--- src/rtl/cp0_pkg.sv ---
// Shared CP0 definitions: exception codes, register addresses, Status/Cause
// field positions and the exception sequencer state encoding.
package cp0_pkg;

   // ExcCode values written into Cause.ExcCode
   localparam logic [4:0] EXC_INT  = 5'd0;
   localparam logic [4:0] EXC_ADEL = 5'd4;
   localparam logic [4:0] EXC_ADES = 5'd5;
   localparam logic [4:0] EXC_SYS  = 5'd8;
   localparam logic [4:0] EXC_BP   = 5'd9;
   localparam logic [4:0] EXC_RI   = 5'd10;
   localparam logic [4:0] EXC_OV   = 5'd12;

   // CP0 register numbers
   localparam logic [4:0] CP0_REG_BADVADDR = 5'd8;
   localparam logic [4:0] CP0_REG_COUNT    = 5'd9;
   localparam logic [4:0] CP0_REG_COMPARE  = 5'd11;
   localparam logic [4:0] CP0_REG_STATUS   = 5'd12;
   localparam logic [4:0] CP0_REG_CAUSE    = 5'd13;
   localparam logic [4:0] CP0_REG_EPC      = 5'd14;

   // Status / Cause field bit positions
   localparam int STATUS_IE    = 0;
   localparam int STATUS_EXL   = 1;
   localparam int STATUS_IM_LO = 8;
   localparam int STATUS_IM_HI = 15;
   localparam int CAUSE_IP_LO  = 8;
   localparam int CAUSE_IP_HI  = 15;

   // Exception sequencer states
   typedef enum logic [1:0] {
      ST_IDLE     = 2'd0,
      ST_COMMIT   = 2'd1,
      ST_FLUSH    = 2'd2,
      ST_REDIRECT = 2'd3
   } exc_state_t;

   // Source of the BadVAddr value for the winning exception
   typedef enum logic [1:0] {
      BV_NONE = 2'd0,
      BV_PC   = 2'd1,
      BV_DATA = 2'd2
   } bv_sel_t;

   // EPC points at the branch when the faulting instruction sits in its delay slot
   function automatic logic [31:0] epc_of(input logic [31:0] pc, input logic in_ds);
      return in_ds ? (pc - 32'd4) : pc;
   endfunction

endpackage

--- src/rtl/exc_prio_enc.sv ---
// Fixed-priority exception encoder: picks the highest-priority pending cause
// and reports its ExcCode and where BadVAddr should come from.
module exc_prio_enc
   import cp0_pkg::*;
(
   input  logic       int_req,
   input  logic       exc_adel_if,
   input  logic       exc_ri,
   input  logic       exc_ov,
   input  logic       exc_syscall,
   input  logic       exc_break,
   input  logic       exc_adel_ld,
   input  logic       exc_ades,
   output logic       hit,
   output logic [4:0] code,
   output bv_sel_t    badvaddr_sel
);

   // Priority chain, interrupt first, store address error last
   always_comb begin
      hit          = 1'b1;
      code         = EXC_INT;
      badvaddr_sel = BV_NONE;
      if (int_req) begin
         code = EXC_INT;
      end else if (exc_adel_if) begin
         code         = EXC_ADEL;
         badvaddr_sel = BV_PC;
      end else if (exc_ri) begin
         code = EXC_RI;
      end else if (exc_ov) begin
         code = EXC_OV;
      end else if (exc_syscall) begin
         code = EXC_SYS;
      end else if (exc_break) begin
         code = EXC_BP;
      end else if (exc_adel_ld) begin
         code         = EXC_ADEL;
         badvaddr_sel = BV_DATA;
      end else if (exc_ades) begin
         code         = EXC_ADES;
         badvaddr_sel = BV_DATA;
      end else begin
         hit = 1'b0;
      end
   end

endmodule

--- src/rtl/exception_ctrl.sv ---
// Precise-exception / ERET sequencer for the CP0 path. Accepts one event from
// MEM, emits the CP0 write bundle, holds flush, then redirects the PC.
module exception_ctrl
   import cp0_pkg::*;
#(
   parameter logic [31:0] EXC_VECTOR   = 32'hBFC0_0380,
   parameter int          FLUSH_CYCLES = 2
) (
   input  logic        clk,
   input  logic        rst,
   input  logic        mem_valid,
   input  logic [31:0] mem_pc,
   input  logic        mem_in_delay_slot,
   input  logic [31:0] mem_badaddr,
   input  logic        exc_adel_if,
   input  logic        exc_ri,
   input  logic        exc_ov,
   input  logic        exc_syscall,
   input  logic        exc_break,
   input  logic        exc_adel_ld,
   input  logic        exc_ades,
   input  logic        mem_eret,
   input  logic [31:0] status_data,
   input  logic [31:0] cause_data,
   input  logic [31:0] epc_data,
   output logic        cp0_exc_we,
   output logic [4:0]  cp0_exc_code,
   output logic [31:0] cp0_epc,
   output logic        cp0_bd,
   output logic        cp0_badvaddr_we,
   output logic [31:0] cp0_badvaddr,
   output logic        cp0_exl_set,
   output logic        cp0_exl_clr,
   output logic        flush,
   output logic        redirect_valid,
   output logic [31:0] redirect_pc,
   output logic        busy
);

   // Remaining FLUSH-state cycles after COMMIT; zero means COMMIT goes straight to REDIRECT
   localparam logic [3:0] FLUSH_EXTRA = 4'(FLUSH_CYCLES - 1);

   exc_state_t  state;
   logic [3:0]  cnt;
   logic        int_req;
   logic        hit;
   logic [4:0]  code;
   bv_sel_t     bv_sel;
   logic        accept;
   logic [31:0] bv_value;
   logic        unused_bits;

   assign int_req = status_data[STATUS_IE] & ~status_data[STATUS_EXL] &
                    (|(cause_data[CAUSE_IP_HI:CAUSE_IP_LO] &
                       status_data[STATUS_IM_HI:STATUS_IM_LO]));

   assign unused_bits = ^{status_data[31:16], status_data[7:2],
                          cause_data[31:16], cause_data[7:0]};

   exc_prio_enc u_prio (
      .int_req      (int_req),
      .exc_adel_if  (exc_adel_if),
      .exc_ri       (exc_ri),
      .exc_ov       (exc_ov),
      .exc_syscall  (exc_syscall),
      .exc_break    (exc_break),
      .exc_adel_ld  (exc_adel_ld),
      .exc_ades     (exc_ades),
      .hit          (hit),
      .code         (code),
      .badvaddr_sel (bv_sel)
   );

   // Events are only looked at in IDLE; an exception always beats a coincident ERET
   assign accept = (state == ST_IDLE) & mem_valid & (hit | mem_eret);

   // BadVAddr comes from the fetch PC or the data address depending on the cause
   always_comb begin
      bv_value = 32'd0;
      case (bv_sel)
         BV_PC:   bv_value = mem_pc;
         BV_DATA: bv_value = mem_badaddr;
         default: bv_value = 32'd0;
      endcase
   end

   // Sequencer FSM with all outputs registered
   always_ff @(posedge clk) begin
      if (rst) begin
         state           <= ST_IDLE;
         cnt             <= 4'd0;
         cp0_exc_we      <= 1'b0;
         cp0_exc_code    <= 5'd0;
         cp0_epc         <= 32'd0;
         cp0_bd          <= 1'b0;
         cp0_badvaddr_we <= 1'b0;
         cp0_badvaddr    <= 32'd0;
         cp0_exl_set     <= 1'b0;
         cp0_exl_clr     <= 1'b0;
         flush           <= 1'b0;
         redirect_valid  <= 1'b0;
         redirect_pc     <= 32'd0;
         busy            <= 1'b0;
      end else begin
         case (state)
            ST_IDLE: begin
               if (accept) begin
                  state       <= ST_COMMIT;
                  cnt         <= FLUSH_EXTRA;
                  flush       <= 1'b1;
                  busy        <= 1'b1;
                  cp0_exc_we  <= hit;
                  cp0_exl_set <= hit;
                  cp0_exl_clr <= ~hit;
                  redirect_pc <= hit ? EXC_VECTOR : epc_data;
                  if (hit) begin
                     cp0_exc_code    <= code;
                     cp0_epc         <= epc_of(mem_pc, mem_in_delay_slot);
                     cp0_bd          <= mem_in_delay_slot;
                     cp0_badvaddr_we <= (bv_sel != BV_NONE);
                     if (bv_sel != BV_NONE) begin
                        cp0_badvaddr <= bv_value;
                     end
                  end else begin
                     cp0_badvaddr_we <= 1'b0;
                  end
               end
            end
            ST_COMMIT: begin
               cp0_exc_we      <= 1'b0;
               cp0_exl_set     <= 1'b0;
               cp0_exl_clr     <= 1'b0;
               cp0_badvaddr_we <= 1'b0;
               if (cnt == 4'd0) begin
                  state          <= ST_REDIRECT;
                  flush          <= 1'b0;
                  redirect_valid <= 1'b1;
               end else begin
                  state <= ST_FLUSH;
               end
            end
            ST_FLUSH: begin
               if (cnt <= 4'd1) begin
                  state          <= ST_REDIRECT;
                  cnt            <= 4'd0;
                  flush          <= 1'b0;
                  redirect_valid <= 1'b1;
               end else begin
                  cnt <= cnt - 4'd1;
               end
            end
            ST_REDIRECT: begin
               state          <= ST_IDLE;
               cnt            <= 4'd0;
               redirect_valid <= 1'b0;
               busy           <= 1'b0;
            end
            default: begin
               state <= ST_IDLE;
            end
         endcase
      end
   end

endmodule

--- config.mk ---
export PLATFORM = sky130hd
export DESIGN_NAME = exception_ctrl
export DESIGN_NICKNAME = d
export VERILOG_FILES = /design/src/rtl/cp0_pkg.sv /design/src/rtl/exc_prio_enc.sv /design/src/rtl/exception_ctrl.sv
export SDC_FILE = /design/constraint.sdc
export NUM_CORES = 1
export LEC_CHECK = 0
export BUFFER_PORTS_ARGS = -buffer_cell sky130_fd_sc_hd__buf_2
export CORE_MARGIN = 1
export CORE_UTILIZATION = 45
export DETAILED_ROUTE_END_ITERATION = 8
export PLACE_DENSITY = 0.78
export SLEW_MARGIN = 25
export SYNTH_ARGS = -nofsm -noshare
export SYNTH_HDL_FRONTEND = slang
export SYNTH_SLANG_ARGS = --single-unit
--- constraint.sdc ---
create_clock -name clk -period 3.6 [get_ports clk]
set_input_delay 0.9 -clock clk [delete_from_list [all_inputs] [get_ports clk]]
set_output_delay 0.9 -clock clk [all_outputs]
set_load 0.05 [all_outputs]
==> Word level (Yosys, flattened, before mapping) <==
Cells that the tools add are included.
{ "op_classes": {"eq_ne": 8, "n_bitwise": 8, "reduce_logical": 18, "muxes": 49, "order_cmp": 1, "n_addsub": 2} }
{ "ops": {"columns": ["cell", "n"], "rows": [
  ["$mux 32", 2],
  ["$pmux 32 s2", 1],
  ["$mux 5", 7],
  ["$sub 32x3->32 const B", 1],
  ["$mux 2", 10],
  ["$mux 1", 18],
  ["$pmux 4 s3", 1],
  ["$reduce_and 2->1", 5],
  ["$reduce_bool 3->1", 3],
  ["$and 8x8->8", 1],
  ["$mux 4", 2],
  ["$pmux 1 s2", 4],
  ["$pmux 2 s4", 1],
  ["$reduce_and 4->1", 2],
  ["$reduce_or 8->1", 1],
  ["$eq 2x2->1 const B", 3],
  ["$ne 2x2->1 const B", 3],
  ["$pmux 1 s3", 2],
  ["$reduce_and 3->1", 2],
  ["$reduce_bool 2->1", 3],
  ["$and 1x1->1", 4],
  ["$eq 2x1->1 const B", 2],
  ["$le 4x1->1 const B", 1],
  ["$logic_not 4->1", 1],
  ["5 further kinds", 6]
]} }
{ "word_totals": {"ff_bits": 114, "inputBits": 172, "word_cells": 99, "output_inout_bits": 109} }

==> Depth between registers and ports, before layout <==
{ "logic_depth": {"depth_word": 12, "depth_mapped": 13, "ltp_nobuf": 9} }

==> Modules after synthesis <==
Synthesis repeated with hierarchy kept, for this count alone.
{ "unflattened": {"cells_unflattened": 655, "hier_area_um2": 5446.5} }
{ "modules_own_cells": {"columns": ["module", "seq_area_each_um2", "area_each_um2", "cells_per_inst", "instances"], "rows": [
  ["exception_ctrl", 2282.2, 5345.1, 637, 1],
  ["exc_prio_enc", 0.0, 101.3, 18, 1]
]} }

==> Least setup slack after synthesis <==
No wires, ideal clock.
{ "synth_path": {"path_kind": "input-to-reg", "from": "in cause_data[9]", "to": "reg cp0_badvaddr[23]", "arrival_ns": 3.314, "path_slack_ns": 0.215, "t_required_ns": 3.530, "path_stages": 10, "cell_sequence": "a22o_1 a221oi_1 a311oi_1 or4_1 ha_1 a211o_1 buf_2 clkbuf_1 or3_1 a21oi_1"} }
{ "synth_via": {"elab_chain_len": 7, "elab_cells_between_ends": 12} }
{ "synth_rtl": {"columns": ["item", "line", "source"], "rows": [
  ["start, declared", "exception_ctrl.sv:24", "input logic [31:0] cause_data,"],
  ["$and 8x8->8 *", "exception_ctrl.sv:54", "(|(cause_data[CAUSE_IP_HI:CAUSE_IP_LO] &"],
  ["$reduce_or 8->1 *", "exception_ctrl.sv:54", null],
  ["$and 1x1->1 *", "exception_ctrl.sv:53", "assign int_req = status_data[STATUS_IE] & ~status_data[STATUS_EXL] &"],
  ["$mux 1", "exc_prio_enc.sv:24", "if (int_req) begin"],
  ["$or 1x1->1", "exception_ctrl.sv:75", "assign accept = (state == ST_IDLE) & mem_valid & (hit | mem_eret);"],
  ["$and 1x1->1", "exception_ctrl.sv:75", null],
  ["$reduce_and 4->1 (no line)", null, null],
  ["end signal, assigned", "exception_ctrl.sv:122", "cp0_badvaddr <= bv_value;"],
  ["end, declared", "exception_ctrl.sv:31", "output logic [31:0] cp0_badvaddr,"]
]} }
Mark *: on every way between the ends. The rest lies on a longest branch, timed or not.
A chain may end at the register's enable or synchronous reset.

==> Final worst setup path <==
{ "layout_path": {"from": "in status_data[9]", "to": "reg cp0_badvaddr[2]"} }
{ "layout_via": {"elab_chain_len": 7, "elab_cells_between_ends": 12} }
{ "layout_rtl": {"columns": ["item", "line", "source"], "rows": [
  ["start, declared", "exception_ctrl.sv:23", "input logic [31:0] status_data,"],
  ["$and 8x8->8 *", "exception_ctrl.sv:54", null],
  ["$reduce_or 8->1 *", "exception_ctrl.sv:54", null],
  ["$and 1x1->1 *", "exception_ctrl.sv:53", null],
  ["$mux 1", "exc_prio_enc.sv:24", null],
  ["$or 1x1->1", "exception_ctrl.sv:75", null],
  ["$and 1x1->1", "exception_ctrl.sv:75", null],
  ["$reduce_and 4->1 (no line)", null, null]
]} }
Marked as above.

==> impl_metrics.csv <==
group,metric,value,unit
run_status,run_status,"complete, no violations",
die,fp.dieW,110,um
critical_path,worstSetupPathType,"input port to flop",
die,initial_utilization,46.2,%
critical_path,crit_slowest_cell,"or4_1",
routing,num_vias,5363,
logic_synthesis,synth_cell_types,53,
logic_synthesis,ys_seq_elements,113,
min_path,whs_endpoint,"cp0_badvaddr[23]$_SDFFE_PP0P_",
routing,routedWlPerCell,15.7,um
min_path,whs_path_depth,2,
grt,grt_usage,25.3,%
critical_path,crit_arrival,3500,ps
routing,drt-initial-drc-count,291,
place,routabilityCongestion,0.808,
pwr,total_power,5.00,mW
clock_network,htreeDepth,4,
logic_synthesis,ys_seq_area_share,42.9,%
pwr,switching_share,38.9,%
pwr,p_comb_share,35.8,%
layout,final_cells,980,
layout,seqCellArea,2260,sq um
grt,grt_start_max_net_pins,65,
logic_synthesis,ys.flop_type,"dfxtp_1",
pwr,p_switching,1.95,mW
critical_path,cp_slowest_stage_delay,580,ps
layout,multi_input_area,2760,sq um
clock_network,path_clk_slew,50,ps
critical_path,r2r_start,"state[1]$_SDFFE_PP0P_",
layout,nNetsFinal,1008,
critical_path,end_kind,"flop",
critical_path,critPathLaunchType,"input port",
timing,fin_crit,3160,ps
place,port_buffers,233,
place,dpl_cell_area,6590,sq um
critical_path,r2r_setup_slack,1250,ps
pwr,internal_power,3.06,mW
die,core-area,11400,sq um
pwr,pwr-share-seq,31.3,%
logic_synthesis,synth_warnings,0,
timing,tightest_slew,761,ps
logic_synthesis,syn_area,5270,sq um
grt,grt_first_pass_wirelength,23.6,mm
logic_synthesis,avgSynthCellArea,8.69,sq um
clock_network,cts_resized,0,
die,rows,39,
die,dieArea,12200,sq um
critical_path,r2r_end,"cp0_epc[5]$_SDFFE_PP0P_",
critical_path,critical_path.cell_chain,"buf_2, a22o_1, a221oi_1, a311oi_1, or4_1, ha_1, a211o_2, buf_12, or3_1, a21oi_1",
timing,fmax,316,MHz
clock_network,cts_sinks,113,
layout,n_fill_cell,1039,
clock_network,postCtsHoldBufs,0,
pwr,ir_drop,0.000450,V
place,dp_cells,949,
timing,max_slew_margin,48.8,%
pwr,power.leakage,3.11,nW
layout,final_core_util,62.8,%
layout,drive_gt1_share,36.1,%
layout,syn_to_final_growth,36.1,%
timing,drv_slew,0,
clock_network,cts_tree,"done",
timing,final.period_utilization,87.8,%
layout,antennaDiodeCount,0,
routing,totalWireLength,15.4,mm
job,maxCapViolCount,0,
pwr,power_density,697,nW/um^2
die,ios,281,
logic_synthesis,synth_fp_nets,790,
timing,rsz0062_at_grt,"false",
logic_synthesis,async_flop_share,0,%
critical_path,crit_path_start,"status_data[9]",
pwr,clock_power_share,32.9,%
critical_path,cp.required,3940,ps
routing,drc,0,
grt,grt_overflow_total,0,
routing,drtPass1Iterations,5,
clock_network,cts_buffer_depth,2,
clock_network,root_buffer,"clkbuf_16",
timing,fin_skew,4.78,ps
layout,final_area,7170,sq um
timing,finalSetupViolCount,0,
clock_network,post_cts_buffers,0,
die,die_h,110,um
logic_synthesis,synth_edf_count,0,
routing,routed_via_density,5.47,
place,hpwlAfterDp,10.9,mm
clock_network,insertion_delay,410,ps
grt,antenna_found_initial,0,
critical_path,crit_fanout,64,
timing,hold_violations,0,
clock_network,numCtsBuffers,17,
logic_synthesis,syn_inst,607,
timing,timing.hold.ws,450,ps
grt,first_global_vias,4740,
routing,drtAntennaViolNets,0,
critical_path,reg2reg_depth,7,
min_path,hold_path.class,"flop to flop",
timing,setup_ws,440,ps
min_path,worstHoldStart,"cp0_badvaddr[23]$_SDFFE_PP0P_",
timing,finalSetupTns,0,ps
place,place_ws,6.43,ps
==> registers in the layout, indices dropped and copies added (netlist names) <==
| signal | cells |
|---|---|
| cp0_badvaddr | 32 |
| cp0_epc | 32 |
| redirect_pc | 32 |
| cnt | 4 |
| cp0_exc_code | 4 |
| state | 2 |
| busy | 1 |
| cp0_badvaddr_we | 1 |
| cp0_bd | 1 |
| cp0_exl_clr | 1 |
| cp0_exl_set | 1 |
| flush | 1 |
| redirect_valid | 1 |
==> power groups by stage <==
stage          Combinational, mW  Clock (mW)  Sequential [mW]
3_3_place_gp                1.76           0             1.58
3_5_place_dp                1.78           0             1.58
4_1_cts                     1.79        1.67             1.56
5_1_grt                     1.93        1.73             1.59
6_report                    1.79        1.65             1.57
2_1_floorplan              0.702           0             2.19
==> Yosys cell counts, types with 2 or more instances <==
cell type / n / area, sq um
inv_1: 14 / 52.6
buf_2: 4 / 20.0
buf_4: 5 / 37.5
xor2_1: 7 / 61.3
nor4_2: 4 / 50.1
nor2_1: 72 / 270
clkbuf_1: 37 / 139
nor3_2: 2 / 20.0
o21ai_0: 4 / 20.0
a22oi_1: 57 / 428
nand4_1: 3 / 18.8
o31ai_1: 3 / 22.5
ha_1: 11 / 138
a21o_1: 3 / 22.5
a211oi_2: 3 / 37.5
o211ai_1: 4 / 30.0
or3_1: 39 / 244
o32ai_1: 2 / 17.5
a211oi_1: 25 / 188
nand2_1: 53 / 199
or4_1: 6 / 45.0
nor2b_1: 2 / 12.5
a21oi_1: 46 / 230
dfxtp_1: 113 / 2260
or4_4: 2 / 22.5
nor4_1: 8 / 50.1
o221a_2: 12 / 135
a311oi_1: 3 / 26.3
nand3_1: 4 / 20.0
nor3_1: 15 / 75.1
xnor2_1: 20 / 175
nand2b_1: 3 / 18.8
==> how the worst max path moves through the flow <==
| stage | slack, ps | cells past startpoint | endpoint |
|---|---|---|---|
| CTS | 440 | 10 | cp0_badvaddr[9]$_SDFFE_PP0P_ |
| global route | 330 | 10 | cp0_badvaddr[2]$_SDFFE_PP0P_ |
| finish | 440 | 10 | cp0_badvaddr[2]$_SDFFE_PP0P_ |
| global placement | 40 | 10 | cp0_badvaddr[9]$_SDFFE_PP0P_ |
| floorplan | 220 | 10 | cp0_badvaddr[23]$_SDFFE_PP0P_ |
| detailed placement | 6 | 10 | cp0_badvaddr[9]$_SDFFE_PP0P_ |
==> metal layers <==
layer	up-vias	global-route usage (%)	wire [um]
li1	2665	-	-
met1	2502	32.8	6740
met2	167	40.4	7450
met3	29	5.82	832
met4	0	10.5	334
met5	-	0	0
==> placed cells by master (no fill, tap or decap), types with 5 or more instances in the layout <==
cell       count
a211oi_1      25
a21oi_1       45
a22oi_1       57
buf_12         5
buf_2        232
buf_4          9
clkbuf_16     17
clkbuf_8       5
dfxtp_1      113
ha_1          11
inv_1         14
nand2_1       53
nor2_1        72
nor3_1        14
nor4_1         8
o221a_2       12
or3_1         39
or4_1          6
xnor2_1       20
xor2_1         7
==> logic make-up after synthesis <==
family                     share of synthesized area [%]
adders and majority gates                           2.61
AOI/OAI and AO/OA                                   24.0
and+or+nand+nor                                     20.7
DFF                                                 42.9
other                                             0.0711
xor gates and xnor gates                            4.49
buffers and inverters                               5.01
muxes                                              0.214
==> critical path, delay by kind of cell <==
kind / cells / cell delay, ps
fa+ha+maj: 1 / 210
compound gates: 5 / 1090
buf+inv: 2 / 310
simple gates: 2 / 960
==> final cells by class <==
type / instances / share of cell area [%]
sequential: 113 / 31.5
tap: 143 / 2.49
multi-input combinational: 432 / 38.5
clock inverter: 5 / 1.05
clock buffer: 26 / 7.10
timing repair buffer: 246 / 18.5
inverter: 15 / 0.785
(Power assumes the default switching activity.)
